===== src/rtl/reg_file_pkg.sv =====
// Shared widths and constants for the architectural register file
// (register index, ROB index, data width, zero register).
package reg_file_pkg;

   localparam int REG_ADDR_LEN = 5;
   localparam int ROB_ADDR_LEN = 4;
   localparam int DATA_LEN     = 32;
   localparam int REG_NUM      = 32;

   localparam logic [REG_ADDR_LEN-1:0] ZERO_REG = 5'd0;
   localparam logic                    TRUE     = 1'b1;
   localparam logic                    FALSE    = 1'b0;

endpackage : reg_file_pkg


===== src/rtl/reg_file_read_port.sv =====
// One combinational read port: selects the register's busy/tag/data
// and forwards a same-cycle commit from the owning ROB entry.
module reg_read_port
   import reg_file_pkg::*;
#(
   parameter int REG_NUM = reg_file_pkg::REG_NUM,
   parameter int DATA_W  = DATA_LEN,
   parameter int ROB_W   = ROB_ADDR_LEN
) (
   input  logic [REG_ADDR_LEN-1:0]        addr,
   input  logic [REG_NUM-1:0]             busy_all,
   input  logic [REG_NUM-1:0][ROB_W-1:0]  tag_all,
   input  logic [REG_NUM-1:0][DATA_W-1:0] data_all,
   input  logic                           commit_valid,
   input  logic [REG_ADDR_LEN-1:0]        commit_dest,
   input  logic [DATA_W-1:0]              commit_data,
   input  logic [ROB_W-1:0]               commit_rob_num,
   output logic                           busy,
   output logic [ROB_W-1:0]               rob_num,
   output logic [DATA_W-1:0]              data
);

   always_comb begin
      busy    = FALSE;
      rob_num = '0;
      data    = '0;
      if (addr != ZERO_REG) begin
         busy    = busy_all[addr];
         rob_num = tag_all[addr];
         data    = data_all[addr];
         // only the ROB entry that currently owns the register may release it
         if (commit_valid && commit_dest == addr && busy_all[addr] &&
             tag_all[addr] == commit_rob_num) begin
            busy = FALSE;
            data = commit_data;
         end
      end
   end

endmodule : reg_read_port


===== src/rtl/reg_file.sv =====
// Architectural register file with rename tags: issue marks destinations
// busy, ROB commit writes back and releases, misbranch clears all busy bits.
module reg_file
   import reg_file_pkg::*;
#(
   parameter int REG_NUM = reg_file_pkg::REG_NUM,
   parameter int DATA_W  = DATA_LEN,
   parameter int ROB_W   = ROB_ADDR_LEN
) (
   input  logic                    clk,
   input  logic                    rst,
   input  logic                    rdy,
   input  logic                    has_misbranch,
   input  logic                    issue_valid,
   input  logic [REG_ADDR_LEN-1:0] issue_dest,
   input  logic [ROB_W-1:0]        issue_rob_num,
   input  logic [REG_ADDR_LEN-1:0] rs1_addr,
   input  logic [REG_ADDR_LEN-1:0] rs2_addr,
   output logic                    rs1_busy,
   output logic [ROB_W-1:0]        rs1_rob_num,
   output logic [DATA_W-1:0]       rs1_data,
   output logic                    rs2_busy,
   output logic [ROB_W-1:0]        rs2_rob_num,
   output logic [DATA_W-1:0]       rs2_data,
   input  logic                    commit_valid,
   input  logic [REG_ADDR_LEN-1:0] commit_dest,
   input  logic [DATA_W-1:0]       commit_data,
   input  logic [ROB_W-1:0]        commit_rob_num
);

   logic [REG_NUM-1:0]             busy_q;
   logic [REG_NUM-1:0][ROB_W-1:0]  tag_q;
   logic [REG_NUM-1:0][DATA_W-1:0] data_q;

   logic commit_hit;
   logic issue_hit;

   assign commit_hit = commit_valid && (commit_dest != ZERO_REG);
   assign issue_hit  = issue_valid && !has_misbranch && (issue_dest != ZERO_REG);

   // Later non-blocking writes win: misbranch and issue override a commit release.
   always_ff @(posedge clk or posedge rst) begin
      if (rst) begin
         busy_q <= '0;
         tag_q  <= '0;
         data_q <= '0;
      end else if (rdy) begin
         if (commit_hit) begin
            data_q[commit_dest] <= commit_data;
            if (busy_q[commit_dest] && tag_q[commit_dest] == commit_rob_num)
               busy_q[commit_dest] <= FALSE;
         end
         if (has_misbranch)
            busy_q <= '0;
         if (issue_hit) begin
            busy_q[issue_dest] <= TRUE;
            tag_q[issue_dest]  <= issue_rob_num;
         end
      end
   end

   reg_read_port #(.REG_NUM(REG_NUM), .DATA_W(DATA_W), .ROB_W(ROB_W)) u_rs1 (
      .addr           (rs1_addr),
      .busy_all       (busy_q),
      .tag_all        (tag_q),
      .data_all       (data_q),
      .commit_valid   (commit_valid),
      .commit_dest    (commit_dest),
      .commit_data    (commit_data),
      .commit_rob_num (commit_rob_num),
      .busy           (rs1_busy),
      .rob_num        (rs1_rob_num),
      .data           (rs1_data)
   );

   reg_read_port #(.REG_NUM(REG_NUM), .DATA_W(DATA_W), .ROB_W(ROB_W)) u_rs2 (
      .addr           (rs2_addr),
      .busy_all       (busy_q),
      .tag_all        (tag_q),
      .data_all       (data_q),
      .commit_valid   (commit_valid),
      .commit_dest    (commit_dest),
      .commit_data    (commit_data),
      .commit_rob_num (commit_rob_num),
      .busy           (rs2_busy),
      .rob_num        (rs2_rob_num),
      .data           (rs2_data)
   );

endmodule : reg_file


===== config.mk =====
export PLATFORM = sky130hd
export DESIGN_NAME = reg_file
export DESIGN_NICKNAME = d
export VERILOG_FILES = /design/src/rtl/reg_file_pkg.sv /design/src/rtl/reg_file_read_port.sv /design/src/rtl/reg_file.sv
export SDC_FILE = /design/constraint.sdc
export NUM_CORES = 2
export LEC_CHECK = 0
export BUFFER_PORTS_ARGS = -buffer_cell sky130_fd_sc_hd__buf_4
export CAP_MARGIN = 20
export CORE_AREA = 2 2 349 351
export DETAILED_ROUTE_END_ITERATION = 7
export DIE_AREA = 0 0 351 353
export HOLD_SLACK_MARGIN = 0.03
export PLACE_DENSITY = 0.67
export RECOVER_POWER = 25
export SYNTH_ARGS = -nofsm -noshare
export SYNTH_HDL_FRONTEND = slang
export SYNTH_SLANG_ARGS = --single-unit

===== constraint.sdc =====
create_clock -name clk -period 83 [get_ports clk]
set_input_delay 12.45 -clock clk [delete_from_list [all_inputs] [get_ports clk]]
set_output_delay 12.45 -clock clk [all_outputs]
set_load 0.01 [all_outputs]

==> flow_summary.yaml <==
synth:
  synthTopCellsByArea: "dfrtp_1 45%, mux4_2 25%, mux2_2 20%, mux2i_1 1.9%, clkbuf_1 1.5%"
  synth_largest_type_area_fraction_pct: 45.08
  synth_top_family_by_area: "multiplexers"
  synthFlopType: "dfrtp_1"
  postSynthNetCount: 4327
  synth_commonest_cells: "1184 x dfrtp_1, 1146 x mux2_2, 734 x mux4_2"
  adder_cell_fraction_of_synth_area_pct: 0
  synth-compound-area-share_pct: 1.302
  yosysWarnings: 0
  syn-instance-count: 4261
  synth-simple-area-share_pct: 2.991
  synth_top_cell_by_area: "dfrtp_1"
  async_reset_ff_share_pct: 100.0
  post_synth_xor_xnor_area_pct: 0.2932
  mappedNetlistArea_sq_um: 65720
  synth.avg_cell_area_sq_um: 15.42
  number_of_distinct_standard_cells_referenced_by_the_synthesized_netlist: 58
  synth.most_common_cell: "dfrtp_1"
  synth-edff-count: 0
  register_bit_total_from_synthesis: 1184
  synth.area.mux_share_pct: 47.18
  ys_seq_area_share_pct: 45.08
routing:
  first_iter_violations: 3944
  drt.antenna.violating_nets: 0
  highest-signal-layer: "met5"
  drt_drc_violations_left: 0
  detail_route.wirelength.met1_um: 79030
  met3WireLength_um: 14400
  met2RoutedLength_um: 94090
  num_vias: 40620
  post_drt_wl_per_cell_um: 33.23
  firstDrtPassIters: 6
  via_per_inst: 6.928
  postRouteWirelength_um: 194800
sta:
  finalHoldViolations: 0
  finalWorstPathRequiredPeriod_ns: 29.50
  totalNegativeSetupSlack_ns: 0
  final_slew_viol_count: 637
  layout_worst_path_cycle_share_pct: 35.55
  skew_ns: 0.01837
  worst_slew_pin_tran_ns: 4.426
  fmax_ghz: 0.03390
  setup-violations-final: 0
  slew_headroom_pct: -196.7
  hold_ws_ns: 0.3897
  layout_setup_ws_ns: 53.50
  rsz0062_at_grt: "false"
critical_path:
  cp-end-kind: "output port"
  r2r_slack_ns: 80.00
  timing.critical_path.arrival_ns: 17.05
  crit_path_cell_trace: "clkbuf_1, xor2_1, nor4_1, nand4_1, nor2_1, nor4b_2, buf_4, mux2i_1, buf_4"
  critical_path.startpoint: "commit_dest[0]"
  reg2reg_from: "tag_q[31]"
  cp-endpoint: "rs1_data[21]"
  crit_type: "in -> out"
  worst-endpoint-required_ns: 70.55
  critPathSlowestCell: "clkbuf_1"
  timing.reg2reg.worst_path_depth: 9
  r2r-end: "busy_q[5]"
  cpMostUsedCell: "buf_4"
  crit_path_max_incr_delay_ns: 1.94
  critical_path_startpoint_category: "input port"
  critical_path_peak_fanout: 33
die:
  core_sq_um: 120600
  io_pins: 140
  floorplan.initialDensity_pct: 54.50
  die_area_sq_um: 123900
  die_x_um: 351
  die_y_um: 353
  row_count: 128
global_routing:
  overflow: 0
  grt_first_pass_wirelength_um: 289000
  grt_max_degree: 156
  antenna_found_initial: 4
  grt_pass1_vias: 41822
  grt.total_usage_pct: 32.17
cells_and_area:
  finalCoreUtilization_pct: 59.88
  fill_cells: 9204
  area_delta_synth_final_pct: 9.873
  post_route_cell_area_sq_um: 72210
  antenna_cells_inserted: 0
  instances_no_fill: 5863
  ratio_of_cells_with_drive_above_1_in_the_final_layout_pct: 55.10
  nNetsFinal: 4198
run_status:
  violated_checks: "capacitance limit, slew limit"
  run_status: "complete, but fails checks"
clocking:
  bufs_on_longest_clock_path: 3
  clock_sinks: 1184
  insertion_delay_ns: 0.75
  path_clk_slew_ns: 0.06
  cts.htree.levels: 4
  post_cts.repair.setup_buffers: 0
  cts_tree: "yes"
  inserted_clock_buffers: 134
  cts_hold_repair.buffers: 0
  cts-root-buf: "clkbuf_16"
  post_cts_resized: 0
power_and_ir_drop:
  power_leakage_nw: 31.55
  totalPowerFinal_mw: 1.606
  power-per-cell-area_nw_per_um2: 22.23
  vdd_ir_drop_max_mv: 0.02136
place:
  post-place-ws_ns: 53.65
  numPlacedInstances: 5620
  gp_congestion: 0.9041
  place_area_sq_um: 67690
  io_buffer_count: 139
  hpwlAfterDp_um: 106500
min_path:
  min_path_type: "reg -> reg"
run:
  cap_viol_max_count: 12
-- critical path: cells and delay by family --
kind | cells | cell delay, ns
mux | 1 | 0.56
simple gates | 4 | 1.20
xor+xnor | 1 | 0.16
buf+inv | 3 | 2.64
-- flip-flops by register name, indices dropped and copies added (netlist names) --
name,flops
data_q,1024
tag_q,128
busy_q,32
-- layer usage --
metal / up-vias / global-route usage (%)
li1: 16288 / -
met1: 22199 / 44.93
met2: 1714 / 51.12
met3: 415 / 6.078
met4: 4 / 11.10
met5: - / 0
-- placed cells by master (no fill, tap or decap), types with 34 or more instances in the layout --
| cell | netlist | final |
|---|---|---|
| buf_4 | 30 | 194 |
| clkbuf_1 | 259 | 45 |
| clkbuf_16 | 0 | 140 |
| dfrtp_1 | 1184 | 1184 |
| mux2_2 | 1146 | 1146 |
| mux2i_1 | 122 | 122 |
| mux4_2 | 734 | 734 |
| nand2_1 | 122 | 119 |
| nor2_1 | 151 | 132 |
| or3_1 | 34 | 34 |
-- worst min-delay path by stage --
stage | from | end | slack (ns) | depth (start not counted)
after CTS | data_q[6] | data_q[6] | 0.40 | 0
after floorplan | data_q[0] | data_q[0] | 0.44 | 1
final | data_q[6] | data_q[6] | 0.39 | 0
after detailed placement | data_q[6] | data_q[6] | 0.38 | 0
after global placement | data_q[1] | data_q[1] | 0.38 | 0
after global routing | data_q[1] | data_q[1] | 0.41 | 0
-- report_power, final --
| part | internal (mW) | switching (mW) | leakage, nW |
|---|---|---|---|
| clock | 0.377 | 0.250 | 2.24 |
| sequential | 0.650 | 0.0539 | 15.8 |
| combinational | 0.162 | 0.113 | 13.5 |
-- logic make-up after synthesis --
family	count (synthesis)
compound gates	122
xor+xnor	22
buf+inv	489
flops	1184
mux	2021
simple gates	423
-- area by class of cell --
| class | instances | area [sq um] | share of cell area, % |
|---|---|---|---|
| multi-input combinational | 2588 | 34230 | 47.40 |
| sequential | 1184 | 29630 | 41.03 |
| clock buffer | 194 | 3886 | 5.382 |
| tap | 1625 | 2033 | 2.816 |
| timing repair buffer | 217 | 1682 | 2.329 |
| clock inverter | 48 | 719.4 | 0.9963 |
| inverter | 7 | 32.53 | 0.04505 |
(Power assumes the default switching activity.)
